--- config.mk ---
export PLATFORM = sky130hd
export DESIGN_NAME = literal_chain_automaton
export DESIGN_NICKNAME = d
export VERILOG_FILES = /design/src/rtl/ultrascan_ste_pkg.sv /design/src/rtl/lit_ste_match.sv /design/src/rtl/literal_chain_automaton.sv
export SDC_FILE = /design/constraint.sdc
export NUM_CORES = 1
export LEC_CHECK = 0
export BUFFER_PORTS_ARGS = -buffer_cell sky130_fd_sc_hd__buf_2
export CORE_AREA = 2 2 58 60
export DETAILED_ROUTE_END_ITERATION = 10
export DIE_AREA = 0 0 60 62
export GPL_ROUTABILITY_DRIVEN = 0
export GPL_TIMING_DRIVEN = 0
export PLACE_DENSITY = 0.71
export SLEW_MARGIN = 5
export SYNTH_ARGS = -nofsm -noshare
export SYNTH_HDL_FRONTEND = slang
export SYNTH_SLANG_ARGS = --single-unit
--- constraint.sdc ---
create_clock -name clk -period 2.6 [get_ports clk]
set_input_delay 0.13 -clock clk [delete_from_list [all_inputs] [get_ports clk]]
set_output_delay 0.13 -clock clk [all_outputs]
set_load 0.01 [all_outputs]
--- src/rtl/ultrascan_ste_pkg.sv ---
// Shared types and the symbol comparator rule for literal STE chains.
// Latency: n/a (package). Backpressure: n/a.
// Case folding only applies when the pattern byte is a letter; everything else compares exactly.
package ultrascan_ste_pkg;

  localparam int SYMBOL_W = 8;

  typedef enum logic [1:0] {
    START_NONE      = 2'd0,
    START_OF_DATA   = 2'd1,
    START_ALL_INPUT = 2'd2
  } start_type_e;

  function automatic logic fold_eq(input logic [SYMBOL_W-1:0] sym,
                                   input logic [SYMBOL_W-1:0] pat,
                                   input logic                fold);
    logic [SYMBOL_W-1:0] pat_lc;
    pat_lc = pat | 8'h20;
    if (fold && (pat_lc >= 8'h61) && (pat_lc <= 8'h7a)) begin
      return (sym | 8'h20) == pat_lc;
    end
    return sym == pat;
  endfunction

endpackage

--- src/rtl/lit_ste_match.sv ---
// One chain element's symbol comparator against a fixed pattern byte.
// Latency: combinational. Backpressure: none.
// Registration of the hit happens in the chain owner.
module lit_ste_match
  import ultrascan_ste_pkg::*;
#(
  parameter logic [SYMBOL_W-1:0] PAT_BYTE  = 8'h61,
  parameter bit                  CASE_FOLD = 1'b1
) (
  input  logic [SYMBOL_W-1:0] symbol,
  output logic                hit
);

  assign hit = fold_eq(symbol, PAT_BYTE, CASE_FOLD);

endmodule

--- src/rtl/literal_chain_automaton.sv ---
// Literal-string STE chain with optional case folding and saturating report count.
// Latency: report one cycle after the completing symbol. Backpressure: run strobe gates consumption;
// offset records (REPORT_OFFSET_EN) use valid/ready and drop with a sticky overflow when held full.
module literal_chain_automaton
  import ultrascan_ste_pkg::*;
#(
  parameter int                LEN        = 11,
  parameter logic [8*LEN-1:0]  PATTERN    = "execcommand",
  parameter bit                CASE_FOLD  = 1'b1,
  parameter int                START_TYPE = 2,
  parameter int                COUNT_W    = 16,
  parameter int                OFFSET_W   = 32
) (
  input  logic                clk,
  input  logic                reset,
  input  logic                run,
  input  logic [SYMBOL_W-1:0] symbols,
  output logic                report,
  output logic [COUNT_W-1:0]  report_count
`ifdef REPORT_OFFSET_EN
  ,
  output logic                rpt_valid,
  input  logic                rpt_ready,
  output logic [OFFSET_W-1:0] rpt_offset,
  output logic                rpt_overflow
`endif
);

  if (LEN < 1 || COUNT_W < 1 || OFFSET_W < 1) begin : g_bad_param
    $error("literal_chain_automaton: LEN, COUNT_W and OFFSET_W must be >= 1");
  end

  logic [LEN-1:0] active;
  logic [LEN-1:0] hit;
  logic [LEN-1:0] en;
  logic           first;
  logic           start_en;
  logic           done;

  for (genvar g = 0; g < LEN; g++) begin : g_ste
    lit_ste_match #(
      .PAT_BYTE  (PATTERN[8*(LEN-1-g) +: 8]),
      .CASE_FOLD (CASE_FOLD)
    ) u_match (
      .symbol (symbols),
      .hit    (hit[g])
    );
  end

  assign start_en = (START_TYPE == int'(START_ALL_INPUT)) ||
                    ((START_TYPE == int'(START_OF_DATA)) && first);

  if (LEN > 1) begin : g_chain
    assign en = {active[LEN-2:0], start_en};
  end else begin : g_single
    assign en = start_en;
  end

  assign done   = run & en[LEN-1] & hit[LEN-1];
  assign report = active[LEN-1];

  always_ff @(posedge clk or posedge reset) begin
    if (reset) begin
      active       <= '0;
      first        <= 1'b1;
      report_count <= '0;
    end else if (run) begin
      active <= en & hit;
      first  <= 1'b0;
      if (done && (report_count != {COUNT_W{1'b1}})) begin
        report_count <= report_count + COUNT_W'(1);
      end
    end
  end

`ifdef REPORT_OFFSET_EN
  logic [OFFSET_W-1:0] offset;

  // offset tags the symbol being consumed this cycle, so the record takes the pre-increment value
  always_ff @(posedge clk or posedge reset) begin
    if (reset) begin
      offset       <= '0;
      rpt_valid    <= 1'b0;
      rpt_offset   <= '0;
      rpt_overflow <= 1'b0;
    end else begin
      if (run) begin
        offset <= offset + OFFSET_W'(1);
      end
      if (done) begin
        if (!rpt_valid || rpt_ready) begin
          rpt_valid  <= 1'b1;
          rpt_offset <= offset;
        end else begin
          rpt_overflow <= 1'b1;
        end
      end else if (rpt_valid && rpt_ready) begin
        rpt_valid <= 1'b0;
      end
    end
  end
`endif

endmodule
# Word-level counts from Yosys, hierarchy flattened
# Cells that the tools add are included.
[word_totals] reg_bits=27 latchBits=0 ram_bits=0 rom_bits=0 inputBits=11 output_inout_bits=17 elab_cells=17 n_memories=0
[op_classes] add_sub_neg=1 mul=0 div=0 n_lt_le_gt_ge=0 n_eq_ne=9 shifts=0 n_mux=0 bitwise=3 n_reduce_logical=2
[ops] operator="$eq 7x6->1 const B" count=8
[ops] operator="$add 16x1->16 const B" count=1
[ops] operator="$ne 16x16->1 const B" count=1
[ops] operator="$and 11x11->11" count=1
[ops] operator="$and 1x1->1" count=2
[ops] operator="$reduce_and 2->1" count=1
[ops] operator="$logic_and 1x1->1" count=1

# Logic depth before layout (Yosys ltp)
[depth] ltp_word=4 mapped_depth=6 depth_no_buf=5

# By module
# A second synthesis with hierarchy kept.
[unflattened] hier_cells=147 area_unflattened_um2=1510.2
[modules_own_cells] module="literal_chain_automaton" instances=1 cells_each=118 area_each_um2=1266.2 seq_area_each_um2=675.6
[modules_own_cells] module="lit_ste_match at g_ste[10].u_match ..." instances=4 cells_each=2 area_each_um2=23.8 seq_area_each_um2=0.0
[modules_own_cells] module="lit_ste_match at g_ste[0].u_match ..." instances=3 cells_each=3 area_each_um2=20.0 seq_area_each_um2=0.0
[modules_own_cells] module="lit_ste_match at g_ste[3].u_match ..." instances=2 cells_each=3 area_each_um2=23.8 seq_area_each_um2=0.0
[modules_own_cells] module="lit_ste_match at g_ste[5].u_match" instances=1 cells_each=3 area_each_um2=22.5 seq_area_each_um2=0.0
[modules_own_cells] module="lit_ste_match at g_ste[8].u_match" instances=1 cells_each=3 area_each_um2=18.8 seq_area_each_um2=0.0

# Worst setup path after synthesis
# OpenSTA, ideal clock, no wires.
[synth_path] path_type="reg-to-reg" start="register report_count[0]" end="register report_count[14]" setup_time_ps=79 t_arrival_ps=1591 required_ps=2521 path_slack_ps=930 stages_incl_launch_ff=6 n_path_buf=0 period_less_slack_ps=1670 path_cell_list="dfrtp_1 ha_1 nand3_1 or4_1 nor3_2 xor2_1"
[synth_via] elab_chain_len=3 elab_cells_between_ends=4 classes_between="add/sub: 1; eq/ne: 1; reduce/logical: 2"
[synth_lines] item="from (decl)" line="literal_chain_automaton.sv:19" text="output logic [COUNT_W-1:0] report_count"
[synth_lines] item="from (signal assigned)" line="literal_chain_automaton.sv:71" text="report_count <= report_count + COUNT_W'(1);"
[synth_lines] item="parallel branches: the longest is 3 deep, another holds $add 16x1->16"
# Parallel ways; which one is timed is not known.
# A chain may end at the register's enable or synchronous reset.

# Worst setup path after layout
# Same ends and word-level chain as after synthesis.

==> results.yml <==
sta:
  rsz0062_at_grt: "false"
  min_period_ns: 1.75
  max_freq_ghz: 0.573
  worstMarginPinSlew_ns: 1.01
  timing.final.crit_share_pct: 67.1
  setup_ws_ns: 0.854
  slew_headroom_pct: 32.7
  setup_viol: 0
  whs_ns: 0.0335
  hold_viol: 0
  skew_ns: 0.00377
  tns_ns: 0
  slew_violations: 0
pwr:
  ir_drop_mv: 0.246
  power_density_nw_per_um2: 403
  p_leak_nw: 0.780
  power_mw: 0.622
grt:
  grt_overflow: 0
  grt_start_max_net_pins: 28
  antenna_found_initial: 0
  grt_pass1_vias: 985
  grt_pass1_wl_um: 4270
  track_usage_pct: 15.3
clocking:
  insertion_delay_ns: 0.31
  cts.clk_slew.worst_paths_ns: 0.13
  root_buffer: "clkbuf_4"
  cts_made_buffers: 3
  cts.sinks: 27
  clk_path_buf_depth: 2
  cts_tree: "built"
  cts_htree_levels: 1
yosys:
  ys_warn_count: 0
  async_reset_ff_share_pct: 100
  ys_ff_latch: 27
  yosys.cell_types.count: 36
  synth_edf_count: 0
  synth-main-ff-cell: "dfrtp_1"
  syn_area_um2: 1320
  synth.avg_cell_area_um2: 11.4
  synth_nets: 128
  netlist_instances: 116
  synth.yosys.seq_area_share_pct: 51.2
routing:
  drt-initial-drc-count: 22
  via_per_inst: 5.26
  vias: 1015
  ant_nets: 0
  drtPass1Iterations: 4
  drt-total-wl_um: 2520
  drcViolationCount: 0
  drt-wirelength-per-cell_um: 13.0
critical_path:
  cp.required_ns: 2.85
  cp_slowest_stage_delay_ns: 0.56
  endpoint_kind: "flop"
  crit_chain: "ha_1, nand3_1, or4_1, nor3_2, xor2_1"
  cp_slowest_cell: "or4_1"
  worstSetupPathType: "flop to flop"
  path_buf_inv: 0
  cp_max_fo: 6
  critical-path-top-delay-family: "simple AND/OR/NAND/NOR gates"
  worstPathArrival_ns: 1.99
  cp-start-kind: "flop"
die:
  die_area_um2: 3720
  core_area_um2: 3180
  row_count: 21
  start_util_pct: 41.5
  dieWidth_um: 60
  die_h_um: 62
  io_pins: 28
run:
  maxCapViolations: 0
outcome:
  run_status: "finished clean"
final_layout:
  fin_nets: 160
  drive_gt1_share_pct: 29.3
  mostFrequentLayoutCells: "27 x dfrtp_1, 26 x buf_2, 15 x xor2_1"
  layout_commonest_cell: "dfrtp_1"
  area_growth_pct: 17.0
  fill_cells: 313
  num_antenna_cells: 0
  post-route-util_pct: 48.6
place:
  dp_hpwl_um: 1970
  io_buffer_count: 26
  dp_slack_ns: 0.859
min_path:
  min_path_type: "input port to async pin"
-- worst register-to-register path, stage by stage (launching register included) --
cell and delay [ns]:
dfrtp_1 0.46, ha_1 0.21, nand3_1 0.16, or4_1 0.56, nor3_2 0.14, xor2_1 0.16
-- Yosys cell counts, types with 2 or more instances --
cell type | number | area [um2]
nor4_1 | 4 | 25.0
xor2_1 | 15 | 131
dfrtp_1 | 27 | 676
a32o_1 | 5 | 50.1
nand2_1 | 10 | 37.5
inv_1 | 5 | 18.8
nor3_1 | 7 | 35.0
nor2_1 | 5 | 18.8
nor4_2 | 2 | 25.0
nand4_1 | 7 | 43.8
nand3_1 | 3 | 15.0
o21ai_0 | 2 | 10.0
-- timing repair --
action / in CTS / in global routing
resized for setup: 0 / 0
buffers inserted: 0 / 0
endpoints found under the setup margin: 0 / 0
endpoints found under the hold margin: 1 / 0
hold buffers: 1 / 0
-- where the power goes --
group          internal, mW  switching, mW  leakage [nW]
clock network        0.0600          0.112        0.0150
registers             0.420      0.0000686         0.377
logic               0.00917         0.0201         0.388
total                 0.489          0.133         0.780
-- registers in the layout, summed over array words and instances (netlist names) --
name	flops
active	11
report_count	16
-- stage by stage --
stage | std cells | cell area, um2
final | 193 | 1540
after floorplan | 116 | 1320
after global placement | 188 | 1510
after global routing | 193 | 1540
after CTS | 193 | 1540
after detailed placement | 188 | 1510
-- layout make-up --
type                    instances  area, um2  area share [%]
plain buffers                   2       18.8            1.22
clock buffers                   4       26.3            1.70
inverters                       6       22.5            1.46
multi-input cells              81        603            39.1
flip-flops and latches         27        676            43.8
well taps                      46       57.6            3.73
repair buffers                 27        140            9.08
-- final timing paths --
| path | startpoint | to | slack (ns) | cells past startpoint |
|---|---|---|---|---|
| min in group clk | run | active[3] | 0.07 | 2 |
| worst max-delay path | report_count[0] | report_count[14] | 0.85 | 5 |
| max in group asynchronous | reset | active[4] | 1.97 | 2 |
| worst min-delay path | reset | report_count[6] | 0.03 | 2 |
| worst max register to register | report_count[0] | report_count[14] | 0.85 | 5 |
| worst min register to register | report_count[15] | report_count[15] | 0.50 | 1 |
-- per-layer routing --
metal / wire length, um / GRT usage [%] / up-vias
met4: 34 / 6.35 / 0
met2: 1350 / 27.8 / 22
met5: 0 / 0 / -
met1: 1040 / 18.1 / 499
li1: - / - / 490
met3: 89 / 2.07 / 4
-- cell families (layout without fill, tap and decap cells) --
kind of cell | Yosys count | count (layout) | synth area share, %
xor gates and xnor gates | 15 | 15 | 9.95
AOI/OAI and AO/OA | 11 | 11 | 6.92
buffers and inverters | 8 | 39 | 3.13
adders and majority gates | 1 | 1 | 0.948
muxes | 1 | 1 | 0.853
and+or+nand+nor | 53 | 53 | 27.0
DFF | 27 | 27 | 51.2
(Power assumes the default switching activity.)
